$ cat src/rtl/swc_alloc_arb_pkg.sv
// Shared types for the swcore page allocator arbiter: op and FSM
// encodings, plus op priority and op-to-command helpers.
package swc_alloc_arb_pkg;

    typedef enum logic [2:0] {
        OP_NONE,
        OP_ALLOC,
        OP_FREE,
        OP_FORCE_FREE,
        OP_SET_USECNT
    } t_alloc_op;

    typedef enum logic [1:0] {
        S_IDLE,
        S_BUSY,
        S_RESP
    } t_arb_state;

    // Command vector bit positions
    localparam int C_CMD_ALLOC  = 0;
    localparam int C_CMD_FREE   = 1;
    localparam int C_CMD_FFREE  = 2;
    localparam int C_CMD_SETCNT = 3;

    // Highest-priority op among one port's request bits.
    function automatic t_alloc_op f_op_prio(
        input logic alloc,
        input logic free,
        input logic force_free,
        input logic set_usecnt
    );
        if (force_free)
            return OP_FORCE_FREE;
        else if (free)
            return OP_FREE;
        else if (set_usecnt)
            return OP_SET_USECNT;
        else if (alloc)
            return OP_ALLOC;
        else
            return OP_NONE;
    endfunction

    // One-hot core command for an op.
    function automatic logic [3:0] f_op_cmd(input t_alloc_op op);
        logic [3:0] cmd;
        cmd = '0;
        unique case (op)
            OP_ALLOC:      cmd[C_CMD_ALLOC]  = 1'b1;
            OP_FREE:       cmd[C_CMD_FREE]   = 1'b1;
            OP_FORCE_FREE: cmd[C_CMD_FFREE]  = 1'b1;
            OP_SET_USECNT: cmd[C_CMD_SETCNT] = 1'b1;
            default:       cmd = '0;
        endcase
        return cmd;
    endfunction

endpackage

$ cat src/rtl/swc_rr_picker.sv
// Round-robin picker: first pending bit at or after ptr_i (wrapping).
// Ports: pending_i, ptr_i in; grant_o (one-hot), idx_o, valid_o out.
module swc_rr_picker #(
    parameter int g_num   = 7,
    parameter int g_ptr_w = 3
) (
    input  logic [g_num-1:0]   pending_i,
    input  logic [g_ptr_w-1:0] ptr_i,
    output logic [g_num-1:0]   grant_o,
    output logic [g_ptr_w-1:0] idx_o,
    output logic               valid_o
);

    logic [g_ptr_w-1:0] cand;

    always_comb begin
        grant_o = '0;
        idx_o   = '0;
        valid_o = 1'b0;
        cand    = ptr_i;
        for (int k = 0; k < g_num; k++) begin
            if (!valid_o && pending_i[cand]) begin
                valid_o       = 1'b1;
                grant_o[cand] = 1'b1;
                idx_o         = cand;
            end
            if (cand == g_ptr_w'(g_num - 1))
                cand = '0;
            else
                cand = cand + g_ptr_w'(1);
        end
    end

endmodule

$ cat src/rtl/swc_page_alloc_arbiter.sv
// Round-robin arbiter sharing one swcore page allocator core among
// g_num_ports requesters (alloc/free/force_free/set_usecnt).
// Ports: rq_*_i per-port level requests, rq_done_o done pulse and
// rq_pgaddr_alloc_o page; core_*_o one-hot command to the core,
// core_*_i core status. Optional SWC_ALLOC_ARB_STATS_EN adds
// page usage counters on stat_pages_used_o / stat_pages_peak_o
// (tied to 0 when undefined).
module swc_page_alloc_arbiter
    import swc_alloc_arb_pkg::*;
#(
    parameter int g_num_ports       = 7,
    parameter int g_page_addr_width = 10,
    parameter int g_usecnt_width    = 4
) (
    input  logic                                       clk_i,
    input  logic                                       rst_n_i,
    input  logic [g_num_ports-1:0]                     rq_alloc_i,
    input  logic [g_num_ports-1:0]                     rq_free_i,
    input  logic [g_num_ports-1:0]                     rq_force_free_i,
    input  logic [g_num_ports-1:0]                     rq_set_usecnt_i,
    input  logic [g_num_ports*g_page_addr_width-1:0]   rq_pgaddr_i,
    input  logic [g_num_ports*g_usecnt_width-1:0]      rq_usecnt_i,
    output logic [g_num_ports-1:0]                     rq_done_o,
    output logic [g_page_addr_width-1:0]               rq_pgaddr_alloc_o,
    output logic                                       core_alloc_o,
    output logic                                       core_free_o,
    output logic                                       core_force_free_o,
    output logic                                       core_set_usecnt_o,
    output logic [g_page_addr_width-1:0]               core_pgaddr_o,
    output logic [g_usecnt_width-1:0]                  core_usecnt_o,
    input  logic                                       core_done_i,
    input  logic [g_page_addr_width-1:0]               core_pgaddr_alloc_i,
    input  logic                                       core_free_last_usecnt_i,
    input  logic                                       core_nomem_i,
    output logic [g_page_addr_width:0]                 stat_pages_used_o,
    output logic [g_page_addr_width:0]                 stat_pages_peak_o
);

    localparam int N  = g_num_ports;
    localparam int W  = g_page_addr_width;
    localparam int U  = g_usecnt_width;
    localparam int PW = (N > 1) ? $clog2(N) : 1;

    t_arb_state      state_q, state_d;
    logic [PW-1:0]   ptr_q, ptr_d;
    logic [PW-1:0]   win_q, win_d;
    logic [3:0]      cmd_q, cmd_d;
    logic [W-1:0]    pg_q, pg_d;
    logic [U-1:0]    cnt_q, cnt_d;
    logic [N-1:0]    done_q, done_d;
    logic [W-1:0]    pga_q, pga_d;

    logic [N-1:0]    pending;
    logic [N-1:0]    pick_oh;
    logic [PW-1:0]   pick_idx;
    logic            pick_valid;
    t_alloc_op       sel_op;
    logic            op_done;

    // Alloc is held off (not dropped) while the core is out of pages.
    always_comb begin
        for (int i = 0; i < N; i++) begin
            pending[i] = rq_force_free_i[i] | rq_free_i[i]
                       | rq_set_usecnt_i[i]
                       | (rq_alloc_i[i] & ~core_nomem_i);
        end
    end

    swc_rr_picker #(
        .g_num   (N),
        .g_ptr_w (PW)
    ) u_picker (
        .pending_i (pending),
        .ptr_i     (ptr_q),
        .grant_o   (pick_oh),
        .idx_o     (pick_idx),
        .valid_o   (pick_valid)
    );

    assign op_done = (state_q == S_BUSY) && core_done_i;

    always_comb begin
        state_d = state_q;
        ptr_d   = ptr_q;
        win_d   = win_q;
        cmd_d   = cmd_q;
        pg_d    = pg_q;
        cnt_d   = cnt_q;
        done_d  = '0;
        pga_d   = pga_q;
        sel_op  = OP_NONE;
        unique case (state_q)
            S_IDLE: begin
                if (pick_valid) begin
                    sel_op = f_op_prio(
                        rq_alloc_i[pick_idx] & ~core_nomem_i,
                        rq_free_i[pick_idx],
                        rq_force_free_i[pick_idx],
                        rq_set_usecnt_i[pick_idx]);
                    win_d = pick_idx;
                    if (pick_idx == PW'(N - 1))
                        ptr_d = '0;
                    else
                        ptr_d = pick_idx + PW'(1);
                    pg_d    = rq_pgaddr_i[int'(pick_idx)*W +: W];
                    cnt_d   = rq_usecnt_i[int'(pick_idx)*U +: U];
                    cmd_d   = f_op_cmd(sel_op);
                    state_d = S_BUSY;
                end
            end
            S_BUSY: begin
                if (core_done_i) begin
                    cmd_d         = '0;
                    done_d[win_q] = 1'b1;
                    pga_d         = core_pgaddr_alloc_i;
                    state_d       = S_RESP;
                end
            end
            S_RESP: begin
                // Done pulse is visible this cycle; re-arbitrate only
                // after the requester had a chance to drop its level.
                pga_d   = '0;
                pg_d    = '0;
                cnt_d   = '0;
                state_d = S_IDLE;
            end
            default: begin
                cmd_d   = '0;
                state_d = S_IDLE;
            end
        endcase
    end

    always_ff @(posedge clk_i or negedge rst_n_i) begin
        if (!rst_n_i) begin
            state_q <= S_IDLE;
            ptr_q   <= '0;
            win_q   <= '0;
            cmd_q   <= '0;
            pg_q    <= '0;
            cnt_q   <= '0;
            done_q  <= '0;
            pga_q   <= '0;
        end else begin
            state_q <= state_d;
            ptr_q   <= ptr_d;
            win_q   <= win_d;
            cmd_q   <= cmd_d;
            pg_q    <= pg_d;
            cnt_q   <= cnt_d;
            done_q  <= done_d;
            pga_q   <= pga_d;
        end
    end

    assign core_alloc_o      = cmd_q[C_CMD_ALLOC];
    assign core_free_o       = cmd_q[C_CMD_FREE];
    assign core_force_free_o = cmd_q[C_CMD_FFREE];
    assign core_set_usecnt_o = cmd_q[C_CMD_SETCNT];
    assign core_pgaddr_o     = pg_q;
    assign core_usecnt_o     = cnt_q;
    assign rq_done_o         = done_q;
    assign rq_pgaddr_alloc_o = pga_q;

`ifdef SWC_ALLOC_ARB_STATS_EN
    logic [W:0] used_q, used_d;
    logic [W:0] peak_q, peak_d;

    always_comb begin
        used_d = used_q;
        peak_d = peak_q;
        if (op_done) begin
            if (cmd_q[C_CMD_ALLOC]) begin
                if (used_q != '1)
                    used_d = used_q + 1'b1;
            end else if ((cmd_q[C_CMD_FREE] && core_free_last_usecnt_i)
                         || cmd_q[C_CMD_FFREE]) begin
                if (used_q != '0)
                    used_d = used_q - 1'b1;
            end
        end
        if (used_d > peak_q)
            peak_d = used_d;
    end

    always_ff @(posedge clk_i or negedge rst_n_i) begin
        if (!rst_n_i) begin
            used_q <= '0;
            peak_q <= '0;
        end else begin
            used_q <= used_d;
            peak_q <= peak_d;
        end
    end

    assign stat_pages_used_o = used_q;
    assign stat_pages_peak_o = peak_q;
`else
    logic unused_stats;
    assign unused_stats      = core_free_last_usecnt_i | op_done;
    assign stat_pages_used_o = '0;
    assign stat_pages_peak_o = '0;
`endif

endmodule
$ cat config.mk
export PLATFORM = sky130hd
export DESIGN_NAME = swc_page_alloc_arbiter
export DESIGN_NICKNAME = d
export VERILOG_FILES = /design/src/rtl/swc_alloc_arb_pkg.sv /design/src/rtl/swc_rr_picker.sv /design/src/rtl/swc_page_alloc_arbiter.sv
export SDC_FILE = /design/constraint.sdc
export NUM_CORES = 1
export LEC_CHECK = 0
export CAP_MARGIN = 15
export CORE_MARGIN = 2
export CORE_UTILIZATION = 40
export DETAILED_ROUTE_END_ITERATION = 10
export MAX_ROUTING_LAYER = met4
export PLACE_DENSITY = 0.75
export SKIP_CTS_REPAIR_TIMING = 1
export SLEW_MARGIN = 30
export SYNTH_ARGS = -nofsm -noshare
export SYNTH_HDL_FRONTEND = slang
export SYNTH_SLANG_ARGS = --single-unit
$ cat constraint.sdc
create_clock -name clk_i -period 8.4 [get_ports clk_i]
set_clock_uncertainty 0.05 [all_clocks]
set_input_delay 1.68 -clock clk_i [delete_from_list [all_inputs] [get_ports clk_i]]
set_output_delay 1.68 -clock clk_i [all_outputs]
set_load 0.005 [all_outputs]
==> results.txt, run 1 <==
----------------------------------------------------
[Outcome]
  Outcome ... complete, no violations

[Final layout]
  Number of non-filler instances in the completed layout ... just over 800
  Fill count ... 983
  Nets@finish ... between 800 and 900
  Combined area of the multi-input logic cells ... ~2900 um2
  Sequential cell area ... approximately 1100 um2
  Utilization after layout ... 0.581
  Fraction of layout cells with a size suffix above 1 ... 0.0762
  Area growth from synthesis to layout ... 40.5%
  Antenna diode instance count ... 0

[Die]
  Count of boundary I/O pins ... around 200
  Chip Width ... about 110 um
  Std-Cell Rows ... 37
  Effective utilization at floorplan ... 0.414
  Area enclosed by the die boundary ... about 12,000 um2
  Area of the core region ... approximately 10,000 um2
  DIE HEIGHT ... between 100 and 150 um

[Power]
  Pint ... 0.00103 W
  Power share of the clock group ... 0.063
  Net load switching power ... ~0.0011 W
  Largest vdd supply drop ... about 0.19 mV
  Ratio of total power to cell area ... ~350 nW/um2
  Sw Ratio ... 0.514
  Part of the total power dissipated in sequential elements ... 0.184
  Lkg Pwr ... around 2.4 nW
  Power share of the combinational group ... 0.753

[Clock network]
  Number of sinks on the clock net ... 43
  Clock tree root driver cell ... clkbuf_8
  Number of H-tree levels ... 2
  Clock transition at path regs ... about 0.08 ns
  Clk Latency, worst-skew pair ... ~0.3 ns
  Worst-case clock buffer depth ... 2
  CTS tree ... done
  Number of clock buffers inserted by TritonCTS ... 5

[Worst setup path]
  Beginning of the worst register-to-register path ... ptr_q[1]$_DFFE_PN0P_
  Arrival time at the worst endpoint ... around 6.3 ns
  Cells on worst reg2reg path ... 11
  Endpoint of the worst register-to-register path ... core_usecnt_o[3]$_DFFE_PN0P_
  Worst EP required ... 8.50 ns
  Worst-case register-to-register setup slack ... between 3 and 4 ns
  Biggest fanout along the worst timing path ... 28
  Number of buffers and inverters on the critical path ... 2
  Crit path largest cell delay ... about 0.66 ns
  Setup crit start kind ... input pin
  Family with the most delay on the worst path ... compound AO/OA/AOI/OAI gates
  Logic depth of the worst path, buffers included ... 12
  Type of the setup path with the least slack ... in2reg
  CP max stage cell ... a222oi_1
  Kind of end point of the critical path ... flop
  Critical Path Most Common Cell ... and2_1
  Crit-path cells ... clkdlybuf4s50_1, nand2b_1, and2_1, a222oi_1, and2_1, a22oi_1, o22ai_1, o21a_2, buf_4, mux2_2, o21ai_0, o221ai_1

[Route]
  Total via count after detailed routing ... ~4,800
  Remaining antenna violation count ... 0
  Count of routing violations after the opening detailed-route iteration ... 288
  Number of remaining DRC errors ... 0
  Total iterations of the first detailed-routing run ... 5
  DR vias/cell ... ~5.9
  Final Routed Wirelength ... about 16 mm
  Routed wire per std cell ... 19.5 um

[Timing]
  Final-report max-slew violation count ... 0
  Final period utilization ... 0.737
  Timing-limited maximum frequency ... 162 MHz
  Shortest clock period the worst path allows after layout ... 6.19 ns
  Tightest slew margin relative to the limit ... 0.371
  Final setup slack of the worst path ... between 2 and 2.5 ns
  Tightest Pin Transition ... between 0.9 and 1 ns
  Sum of negative setup slack ... 0 ns
  Hold Fails Final Rpt ... 0
  Setup repair after global routing missed its margin ... no
  Count of final setup violators ... 0

[Synthesis]
  Synthesized-area fraction occupied by adder cells ... 0
  Seq/Total Area, Yosys ... 0.251
  Netlist Area Pre-Place ... between 4000 and 5000 um2
  Fraction of registers with async set/reset ... 1.00
  Share of the synthesized netlist area taken by xor and xnor gates ... 0.00204
  Main combinational cell family by area after synthesis ... compound AO/OA/AOI/OAI gates
  Synthesized-area fraction occupied by ao, oa, aoi and oai cells ... 0.291
  Leading area contributor after synthesis ... dfrtp_1
  Post-synthesis area per instance ... 8.02 um2
  Post-synth EDFFs ... 0
  Top area cells in the synthesized netlist ... dfrtp_1 25%, mux2i_1 8.4%, nand2_1 6.8%
  Warning count from the yosys run ... 0
  Proportion of synthesized area in mux cells ... 0.133
  Share of the synthesized area in the top cell type ... 0.251
  Distinct cell type count of the synthesized netlist ... between 70 and 80
  Cells after Synth ... 535
  Synth Area in Simple Gates ... 0.232
  Most used flip-flop cell after synthesis ... dfrtp_1
  Number of register bits inferred by synthesis ... 43

[GRT]
  Overall global routing resource usage ... 0.286
  Vias in the first global route ... between 4,000 and 5,000
  First-pass GRT wire length ... about 25 mm
  Antenna violations before repair ... 0
  GRT overflow ... 0
  Pin count of the biggest net entering global routing ... 47

[Placed design]
  Cell count after placement ... 810
  Half-perimeter wire length of the detailed placement result ... 12.6 mm
  RePlAce Congestion ... ~0.96
  Pre-CTS worst setup slack ... 1.99 ns
  Port-buffer cells ... between 150 and 200

[Run]
  Max-cap check violation count ... 0

[Hold path]
  Startpoint of the lowest-slack hold path ... cmd_q[0]$_DFFE_PN0P_
  Number of cells traversed by the worst hold path ... 2
  Worst hold path endpoint ... cmd_q[0]$_DFFE_PN0P_
  Worst hold-check path type ... reg2reg

----------------------------------------------------
[synthesized netlist by cell type, types with 4 or more instances]
cell type / n
o21ai_0: 43
or3_1: 8
nor3_1: 16
mux2i_1: 36
buf_4: 29
nor2b_1: 8
buf_2: 13
nand2_1: 78
inv_1: 4
mux2_2: 16
o21ai_1: 4
a21oi_1: 25
nor2_1: 38
a211o_1: 4
a211oi_1: 4
nand3_1: 15
and2_1: 4
a31oi_1: 6
o211ai_1: 6
a22o_1: 13
o221ai_1: 15
dfrtp_1: 43
clkbuf_1: 14
nand2b_1: 9
[metal layers]
layer  wire length [um]  vias to the layer above  global-route usage  part of all wire
li1                   -                     2264                   -                 -
met1               6460                     2294               0.337              0.40
met2               7750                      235               0.473              0.48
met3               1140                       36              0.0563             0.071
met4                630                        0               0.128             0.039
met5                  0                        -                   -                 0
[tightest hold or removal path: cells and delay by family, from the launching register on]
| family | cells | cell delay (ns) |
|---|---|---|
| flip-flops | 1 | 0.35 |
| AND/OR/NAND/NOR | 1 | 0.06 |
| AO/OA/AOI/OAI | 1 | 0.05 |
[cell families (layout without fill, tap and decap cells)]
group / Yosys count / after routing
compound gates: 170 / 170
xor+xnor: 1 / 1
buf+inv: 64 / 190
flops: 43 / 43
mux: 54 / 54
other cells: 1 / 22
simple gates: 202 / 202
[placed cells by master, fill, tap and decap left out, types with 3 or more instances in the layout]
cell type and count:
a21oi_1 25, o211ai_1 6, nor2_1 37, nor2b_1 8
nor3_2 3, o221ai_1 15, a211o_1 4, or3_1 8
nand3_1 15, a221o_1 3, o21ai_1 4, nand2b_1 9
a31oi_1 6, a32oi_1 3, a211oi_1 4, clkbuf_8 5
nand2_1 78, a22oi_1 3, nor3_1 16, clkdlybuf4s50_1 173
conb_1 22, and2_1 4, o211a_1 3, mux2i_1 36
a22o_1 13, nand4_1 3, mux2_2 16, dfrtp_1 43
nor3b_1 3, o21ai_0 43, inv_1 4, buf_4 5
o31ai_1 3
[state kept, by name, summed over array words and instances (netlist names)]
name / count
core_usecnt_o: 4
rq_pgaddr_alloc_o: 10
cmd_q: 4
win_q: 3
rq_done_o: 7
ptr_q: 3
core_pgaddr_o: 10
state_q: 2
[how the worst max path moves through the flow]
stage,start,to,slack (ns)
global route,core_nomem_i,core_usecnt_o[0]$_DFFE_PN0P_,1.83
CTS,core_nomem_i,cmd_q[0]$_DFFE_PN0P_,2.29
global placement,core_nomem_i,cmd_q[0]$_DFFE_PN0P_,1.97
finish,core_nomem_i,core_usecnt_o[3]$_DFFE_PN0P_,2.21
floorplan,rq_set_usecnt_i[2],cmd_q[0]$_DFFE_PN0P_,3.58
detailed placement,core_nomem_i,core_usecnt_o[2]$_DFFE_PN0P_,1.99
[power groups by stage]
stage | sequential (W) | combinational (W) | clock (W)
2_1_floorplan | 0.000355 | 0.00115 | 0
3_3_place_gp | 0.000387 | 0.00156 | 0
3_5_place_dp | 0.000387 | 0.00158 | 0
4_1_cts | 0.000387 | 0.00158 | 0.000136
5_1_grt | 0.000403 | 0.00174 | 0.000144
6_report | 0.000389 | 0.00159 | 0.000133
[metrics by stage]
stage / instance area, um2 / hold WS, ns / total power, W
finish: 6030 / 0.440 / 0.00212
global route: 6030 / 0.480 / 0.00228
CTS: 6030 / 0.440 / 0.00211
detailed placement: 5940 / 0.413 / 0.00196
global placement: 5930 / 0.415 / 0.00194
floorplan: 4370 / 0.411 / 0.00150
[cell type report]
class | count | area share
inverters | 4 | 0.00249
clock buffers | 6 | 0.0120
flip-flops and latches | 43 | 0.178
repair buffers | 178 | 0.293
clock inverters | 2 | 0.00208
multi-input cells | 449 | 0.483
well taps | 136 | 0.0282
Note: power is estimated with default switching activity, not from simulation.
==> inputs of run 2 (changes only) <==
- CORE_UTILIZATION: 40 -> 39
- PLACE_DENSITY: 0.75 -> 0.76
- clock period: 8.4 -> 5 ns (I/O delays scaled with it)
==> run 2 against run 1 <==
Effect of this change:
- first-iteration DRC count increased by 52%
- register-to-register slack got worse by 2.7 ns
- cell count up 7.8%
- global-route usage is 1.6 points higher
- utilization up 2.4 points
- combinational power grew 92%
- clock-buffer cell count is 1 lower
- die area is 2.5% higher
- clock power is 110% higher
- largest cell class unchanged
- largest power group unchanged
- highest routed layer unchanged
==> results.txt, run 2 (same netlist as run 1, synthesis figures left out) <==
----------------------------------------------------
[Clock network]
  Number of H-tree levels ... 2 (unchanged)
  Clk Latency, worst-skew pair ... 0.31 ns (was 0.30 ns)
  Clock transition at path regs ... 0.09 ns (was 0.08 ns)
  CTS tree ... done (unchanged)
  Clock tree root driver cell ... clkbuf_8 (unchanged)
  Number of sinks on the clock net ... 43 (unchanged)
  Number of clock buffers inserted by TritonCTS ... 5 (unchanged)
  Worst-case clock buffer depth ... 2 (unchanged)

[Power]
  Ratio of total power to cell area ... 619 nW/um2 (was 351 nW/um2)
  Lkg Pwr ... 2.69 nW (was 2.38 nW)
  Pint ... 0.00211 W (was 0.00103 W)
  Net load switching power ... 0.00193 W (was 0.00109 W)
  Sw Ratio ... 0.478 (was 0.514)
  Power share of the clock group ... 0.070 (was 0.063)
  Largest vdd supply drop ... 0.502 mV (was 0.186 mV)
  Power share of the combinational group ... 0.758 (was 0.753)
  Part of the total power dissipated in sequential elements ... 0.171 (was 0.184)

[Worst setup path]
  Endpoint of the worst register-to-register path ... cmd_q[0]$_DFFE_PN0P_ (was core_usecnt_o[3]$_DFFE_PN0P_)
  Biggest fanout along the worst timing path ... 8 (was 28)
  Beginning of the worst register-to-register path ... ptr_q[0]$_DFFE_PN0P_ (was ptr_q[1]$_DFFE_PN0P_)
  Type of the setup path with the least slack ... in2reg (unchanged)
  Worst EP required ... 5.16 ns (was 8.50 ns)
  Arrival time at the worst endpoint ... 4.91 ns (was 6.29 ns)
  Worst-case register-to-register setup slack ... 0.70 ns (was 3.42 ns)
  Setup crit start kind ... input pin (unchanged)
  Cells on worst reg2reg path ... 13 (was 11)
  Kind of end point of the critical path ... flop (unchanged)

[Route]
  Total iterations of the first detailed-routing run ... 5 (unchanged)
  Routed wire per std cell ... 19.4 um (was 19.5 um)
  DR vias/cell ... 5.77 (was 5.90)
  Total via count after detailed routing ... 5,092 (was 4,829)
  Number of remaining DRC errors ... 0 (unchanged)
  Remaining antenna violation count ... 0 (unchanged)
  Count of routing violations after the opening detailed-route iteration ... 439 (was 288)
  Final Routed Wirelength ... 17.1 mm (was 16.0 mm)

[Final layout]
  Number of non-filler instances in the completed layout ... 882 (was 818)
  Utilization after layout ... 0.605 (was 0.581)
  Area growth from synthesis to layout ... 52.3% (was 40.5%)
  Combined area of the multi-input logic cells ... 2910 um2 (about the same)
  Fill count ... 944 (was 983)
  Sequential cell area ... 1080 um2 (unchanged)
  Nets@finish ... 882 (was 822)
  Final design area excluding fillers ... 6530 um2 (was 6030 um2)
  Most common cell after layout, fill and taps aside ... clkdlybuf4s50_1 (unchanged)
  Antenna diode instance count ... 0 (unchanged)
  Fraction of layout cells with a size suffix above 1 ... 0.151 (was 0.0762)
  Most used cells in the layout excluding fill and tap cells ... 173 x clkdlybuf4s50_1, 78 x nand2_1, 63 x buf_4 (was 173 x clkdlybuf4s50_1, 78 x nand2_1, 43 x o21ai_0, 43 x dfrtp_1, 37 x nor2_1)

[GRT]
  Vias in the first global route ... 5,091 (was 4,846)
  Pin count of the biggest net entering global routing ... 46 (was 47)
  Overall global routing resource usage ... 0.302 (was 0.286)
  Antenna violations before repair ... 0 (unchanged)
  First-pass GRT wire length ... 26.4 mm (was 25.1 mm)
  GRT overflow ... 0 (unchanged)

[Run]
  Max-cap check violation count ... 0 (unchanged)

[Placed design]
  Half-perimeter wire length of the detailed placement result ... 13.7 mm (was 12.6 mm)
  RePlAce Congestion ... 0.988 (was 0.960)
  Cell area after placement ... 6420 um2 (was 5940 um2)
  Cell count after placement ... 874 (was 810)
  Port-buffer cells ... 174 (unchanged)
  Pre-CTS worst setup slack ... -0.00537 ns (was 1.99 ns)

[Hold path]
  Worst hold-check path type ... reg2reg (unchanged)
  Startpoint of the lowest-slack hold path ... core_pgaddr_o[2]$_DFFE_PN0P_ (was cmd_q[0]$_DFFE_PN0P_)
  Worst hold path endpoint ... core_pgaddr_o[2]$_DFFE_PN0P_ (was cmd_q[0]$_DFFE_PN0P_)
  Number of cells traversed by the worst hold path ... 2 (unchanged)

[Die]
  Area of the core region ... 10,800 um2 (was 10,400 um2)
  Count of boundary I/O pins ... 198 (unchanged)
  DIE HEIGHT ... 109 um (was 108 um)
  Effective utilization at floorplan ... 0.398 (was 0.414)
  Chip Width ... 109 um (was 108 um)
  Area enclosed by the die boundary ... 11,900 um2 (was 11,600 um2)
  Std-Cell Rows ... 38 (was 37)

[Timing]
  Tightest slew margin relative to the limit ... 0.396 (was 0.371)
  Hold Fails Final Rpt ... 0 (unchanged)
  Shortest clock period the worst path allows after layout ... between 4 and 5 ns
  Tightest Pin Transition ... 0.906 ns (was 0.943 ns)
  Final setup slack of the worst path ... 0.246 ns (was 2.21 ns)
  Final period utilization ... 0.951
  Hold slack final ... 0.452 ns (was 0.440 ns)
  Timing-limited maximum frequency ... between 200 and 250 MHz
  Final-report max-slew violation count ... 0 (unchanged)
  Count of final setup violators ... 0 (unchanged)
  Setup repair after global routing missed its margin ... no (unchanged)

[Outcome]
  Outcome ... complete, no violations (unchanged)

----------------------------------------------------
run 2: power groups by stage:
stage | registers, W | clock network, W | logic, W
global placement | 0.000688 | 0 | 0.00297
detailed placement | 0.000688 | 0 | 0.00303
floorplan | 0.000596 | 0 | 0.00193
global route | 0.000716 | 0.000306 | 0.00333
finish | 0.000693 | 0.000284 | 0.00306
CTS | 0.000688 | 0.000286 | 0.00304
run 2: routing by layer:
| layer | up-vias | track usage | share of wire |
|---|---|---|---|
| li1 | 2379 | - | - |
| met1 | 2415 | 0.377 | 0.42 |
| met2 | 258 | 0.494 | 0.48 |
| met3 | 40 | 0.0424 | 0.071 |
| met4 | 0 | 0.114 | 0.033 |
| met5 | - | - | 0 |
run 2: cell type report:
class                           instances  area share
Clock buffer                            5      0.0105
Multi-Input combinational cell        449       0.445
Inverter                                4     0.00230
Tap cell                              140      0.0268
Timing Repair Buffer                  238       0.344
Clock inverter                          3     0.00670
Sequential cell                        43       0.165
run 2: worst max path at each step:
stage	startpoint	endpoint	slack, ns	depth (start not counted)
2_1_floorplan	rq_set_usecnt_i[2]	cmd_q[0]$_DFFE_PN0P_	0.86	11
3_3_place_gp	rq_free_i[0]	core_usecnt_o[3]$_DFFE_PN0P_	0.03	11
3_5_place_dp	rq_set_usecnt_i[3]	cmd_q[0]$_DFFE_PN0P_	-0.005	14
4_1_cts	rq_set_usecnt_i[3]	cmd_q[0]$_DFFE_PN0P_	0.31	14
5_1_grt	rq_set_usecnt_i[3]	cmd_q[0]$_DFFE_PN0P_	0.16	14
6_report	rq_set_usecnt_i[2]	cmd_q[0]$_DFFE_PN0P_	0.25	14
run 2: per-stage QoR:
stage          power, W   TNS, ns
3_3_place_gp    0.00366         0
4_1_cts         0.00401         0
6_report        0.00404         0
2_1_floorplan   0.00252         0
3_5_place_dp    0.00372  -0.00537
5_1_grt         0.00435         0
run 2: worst max-delay path, stage by stage:
cell and delay [ns]:
clkdlybuf4s50_1 0.43, or3_4 0.46, or4_1 0.48, o2111a_1 0.22, mux2_4 0.32, nor4_4 0.31, o211ai_1 0.20, o31ai_4 0.10
buf_4 0.19, buf_4 0.18, mux2i_1 0.25, mux2i_1 0.15, a211o_1 0.34, o41ai_2 0.28
==> inputs of run 3 (changes only) <==
- ABC_AREA: unset -> 1
- CORE_UTILIZATION: 39 -> 38
- PLACE_DENSITY: 0.76 -> 0.75
==> run 3 against run 2 <==
Effect of this change:
- highest routed layer unchanged
- first-iteration DRC count is 0.68% higher
- synthesized cell count is 27% higher
- worst hold slack worse by 0.019 ns
- clock power is 23% lower
- largest cell class unchanged
- register-to-register slack better by 0.54 ns
- area after synthesis is 1.3% lower
- sequential cell count stayed put
- cell count is 11% higher
- combinational power is 19% higher
- via count is 4.4% lower
- die area is 1.3% higher
==> results.txt, run 3 <==
----------------------------------------------------
[Power]
  Largest vdd supply drop ... 0.637 mV (was 0.502 mV)
  Pint ... 0.00187 W (was 0.00211 W)
  Lkg Pwr ... 2.88 nW (was 2.69 nW)
  Net load switching power ... 0.00260 W (was 0.00193 W)
  Power share of the combinational group ... 0.812 (was 0.758)
  Power share of the clock group ... 0.049 (was 0.070)
  Part of the total power dissipated in sequential elements ... 0.139 (was 0.171)
  Sw Ratio ... 0.583 (was 0.478)
  Ratio of total power to cell area ... 739 nW/um2 (was 619 nW/um2)

[Final layout]
  Nets@finish ... 983 (was 882)
  Fill count ... 1,103 (was 944)
  Antenna diode instance count ... 0 (unchanged)
  Fraction of layout cells with a size suffix above 1 ... 0.0878 (was 0.151)
  Utilization after layout ... 0.558 (was 0.605)
  Most used cells in the layout excluding fill and tap cells ... 232 x nand2_1, 173 x clkdlybuf4s50_1, 87 x nand3_1 (was 173 x clkdlybuf4s50_1, 78 x nand2_1, 63 x buf_4)
  Most common cell after layout, fill and taps aside ... nand2_1 (was clkdlybuf4s50_1)
  Area growth from synthesis to layout ... 42.7% (was 52.3%)

[Clock network]
  Number of clock buffers inserted by TritonCTS ... 5 (unchanged)
  Worst-case clock buffer depth ... 2 (unchanged)
  CTS tree ... done (unchanged)
  Clock tree root driver cell ... clkbuf_8 (unchanged)
  Clock transition at path regs ... 0.08 ns (was 0.09 ns)
  Clk Latency, worst-skew pair ... 0.30 ns (was 0.31 ns)
  Number of sinks on the clock net ... 43 (unchanged)
  Number of H-tree levels ... 2 (unchanged)

[Worst setup path]
  Biggest fanout along the worst timing path ... 46 (was 8)
  Beginning of the worst register-to-register path ... ptr_q[2]$_DFFE_PN0P_ (was ptr_q[0]$_DFFE_PN0P_)
  CP max stage cell ... clkdlybuf4s50_1 (was or4_1)
  Family with the most delay on the worst path ... simple AND/OR/NAND/NOR gates (unchanged)
  Critical Path Most Common Cell ... nand2_1
  Setup crit start kind ... input pin (unchanged)
  Worst-case register-to-register setup slack ... 1.24 ns (was 0.70 ns)
  Cells on worst reg2reg path ... 23 (was 13)
  Crit-path cells ... clkdlybuf4s50_1, inv_2, nand2_1, nand3_1, o21ai_0, o21ai_1, nand2_1, nor2_1, a21oi_1, nand3_1, nand2_1, nand2_1, nand2_4, nand2_8, nor2_8, nand2_1, inv_1, nand2_1, nand3_1, nor2_1, nand2_1, nand2_1 (was clkdlybuf4s50_1, or3_4, or4_1, o2111a_1, mux2_4, nor4_4, o211ai_1, o31ai_4, buf_4, buf_4, mux2i_1, mux2i_1, a211o_1, o41ai_2)
  Endpoint of the worst register-to-register path ... cmd_q[0]$_DFFE_PN0P_ (unchanged)
  Worst EP required ... 5.15 ns (was 5.16 ns)
  Arrival time at the worst endpoint ... 4.51 ns (was 4.91 ns)
  Crit path largest cell delay ... 0.56 ns (was 0.48 ns)
  Number of buffers and inverters on the critical path ... 3 (unchanged)
  Type of the setup path with the least slack ... in2reg (unchanged)
  Kind of end point of the critical path ... flop (unchanged)

[Synthesis]
  Seq/Total Area, Yosys ... 0.254 (was 0.251)
  Share of the synthesized area in the top cell type ... 0.254 (was 0.251)
  Leading post-synthesis cells by instance count ... 232 x nand2_1, 87 x nand3_1, 53 x inv_1 (was 78 x nand2_1, 43 x dfrtp_1, 43 x o21ai_0)
  Cells after Synth ... 679 (was 535)
  Cell with the most instances after synthesis ... nand2_1 (unchanged)
  Fraction of registers with async set/reset ... 1.00 (unchanged)
  Post-synth EDFFs ... 0 (unchanged)
  Netlist Area Pre-Place ... 4240 um2 (was 4290 um2)
  Top area cells in the synthesized netlist ... dfrtp_1 25%, nand2_1 21%, nand3_1 10% (was dfrtp_1 25%, mux2i_1 8.4%, nand2_1 6.8%)
  Leading area contributor after synthesis ... dfrtp_1 (unchanged)
  Number of register bits inferred by synthesis ... 43 (unchanged)
  Warning count from the yosys run ... 0 (unchanged)
  Most used flip-flop cell after synthesis ... dfrtp_1 (unchanged)
  Post-synthesis area per instance ... 6.24 um2 (was 8.02 um2)
  Distinct cell type count of the synthesized netlist ... 42 (was 77)

[GRT]
  First-pass GRT wire length ... 23.5 mm (was 26.4 mm)
  Pin count of the biggest net entering global routing ... 47 (was 46)
  Vias in the first global route ... 4,399 (was 5,091)
  Overall global routing resource usage ... 0.262 (was 0.302)
  Antenna violations before repair ... 0 (unchanged)
  GRT overflow ... 0 (unchanged)

[Timing]
  Shortest clock period the worst path allows after layout ... 4.36 ns (was 4.75 ns)
  Timing-limited maximum frequency ... 229 MHz (was 210 MHz)
  Sum of negative setup slack ... 0 ns (unchanged)
  Count of final setup violators ... 0 (unchanged)
  Hold Fails Final Rpt ... 0 (unchanged)
  Final period utilization ... 0.872 (was 0.951)
  Final-report max-slew violation count ... 0 (unchanged)
  Setup repair after global routing missed its margin ... no (unchanged)
  Tightest Pin Transition ... 0.652 ns (was 0.906 ns)
  Tightest slew margin relative to the limit ... 0.565 (was 0.396)

[Route]
  Count of routing violations after the opening detailed-route iteration ... 442 (was 439)
  Total via count after detailed routing ... 4,868 (was 5,092)
  Total iterations of the first detailed-routing run ... 4 (was 5)
  Routed wire per std cell ... 15.8 um (was 19.4 um)
  Final Routed Wirelength ... 15.5 mm (was 17.1 mm)
  Remaining antenna violation count ... 0 (unchanged)
  DR vias/cell ... 4.95 (was 5.77)
  Number of remaining DRC errors ... 0 (unchanged)

[Placed design]
  Port-buffer cells ... 174 (unchanged)
  Half-perimeter wire length of the detailed placement result ... 12.3 mm (was 13.7 mm)
  RePlAce Congestion ... 0.977 (was 0.988)

[Die]
  Effective utilization at floorplan ... 0.391 (was 0.398)
  Count of boundary I/O pins ... 198 (unchanged)
  Area enclosed by the die boundary ... 12,000 um2 (was 11,900 um2)
  Chip Width ... 110 um (was 109 um)
  Std-Cell Rows ... 38 (unchanged)
  DIE HEIGHT ... 110 um (was 109 um)
  Area of the core region ... 10,800 um2 (about the same)

[Hold path]
  Worst hold path endpoint ... core_pgaddr_o[9]$_DFFE_PN0P_ (was core_pgaddr_o[2]$_DFFE_PN0P_)
  Number of cells traversed by the worst hold path ... 2 (unchanged)
  Worst hold-check path type ... reg2reg (unchanged)
  Startpoint of the lowest-slack hold path ... core_pgaddr_o[9]$_DFFE_PN0P_ (was core_pgaddr_o[2]$_DFFE_PN0P_)

[Run]
  Max-cap check violation count ... 0 (unchanged)

[Outcome]
  Outcome ... complete, no violations (unchanged)

----------------------------------------------------
## run 3: stage by stage
stage / worst slack (ns) / cells / power, W / cell area (um2) / hold WS (ns)
finish: 0.642 / 983 / 0.00447 / 6040 / 0.433
global route: 0.324 / 983 / 0.00495 / 6040 / 0.454
CTS: 0.726 / 983 / 0.00444 / 6040 / 0.435
detailed placement: 0.428 / 975 / 0.00421 / 5960 / 0.415
global placement: 0.415 / 975 / 0.00418 / 5960 / 0.412
floorplan: 1.84 / 700 / 0.00319 / 4320 / 0.414
## run 3: metal layers
metal  global-route usage  part of all wire  routed length [um]  vias up
li1                     -                 -                   -     2485
met1                0.376              0.46                7170     2145
met2                0.384              0.45                6950      211
met3               0.0427             0.066                1020       27
met4               0.0651             0.024                 376        0
met5                    -                 0                   0        -
## run 3: layout make-up
type                            count  area, um2  area share
Multi-Input combinational cell    541       2640       0.436
Timing Repair Buffer              182       1800       0.298
Sequential cell                    43       1080       0.178
Inverter                           69        272      0.0449
Tap cell                          140        175      0.0290
Clock buffer                        6       72.6      0.0120
Clock inverter                      2       12.5     0.00207
## run 3: worst max-delay path by stage
stage | from | end | slack [ns] | cells past startpoint
after floorplan | rq_free_i[2] | core_pgaddr_o[0]$_DFFE_PN0P_ | 1.84 | 23
after CTS | core_nomem_i | cmd_q[0]$_DFFE_PN0P_ | 0.73 | 26
after global placement | core_nomem_i | cmd_q[0]$_DFFE_PN0P_ | 0.42 | 26
after detailed placement | core_nomem_i | cmd_q[0]$_DFFE_PN0P_ | 0.43 | 26
final | core_nomem_i | cmd_q[0]$_DFFE_PN0P_ | 0.64 | 22
after global routing | core_nomem_i | core_usecnt_o[0]$_DFFE_PN0P_ | 0.32 | 25
## run 3: cells by family (layout without fill, tap and decap cells)
kind of cell | count (synthesis) | after routing | synth area share
AO/OA/AOI/OAI | 92 | 92 | 0.131
buffers and inverters | 116 | 259 | 0.142
flip-flops | 43 | 43 | 0.254
other | 1 | 22 | 0.000885
AND/OR/NAND/NOR | 427 | 427 | 0.472
## run 3: power by group through the flow
| stage | clock, W | combinational (W) | sequential, W |
|---|---|---|---|
| after CTS | 0.000225 | 0.00359 | 0.000620 |
| after floorplan | 0 | 0.00261 | 0.000582 |
| after detailed placement | 0 | 0.00358 | 0.000626 |
| final | 0.000219 | 0.00363 | 0.000623 |
| after global placement | 0 | 0.00356 | 0.000622 |
| after global routing | 0.000241 | 0.00407 | 0.000638 |
## run 3: tightest hold or removal path, cell delays in order, from the launching register on
cell	delay (ns)
dfrtp_1	0.35
nand2_1	0.05
nand2_1	0.05
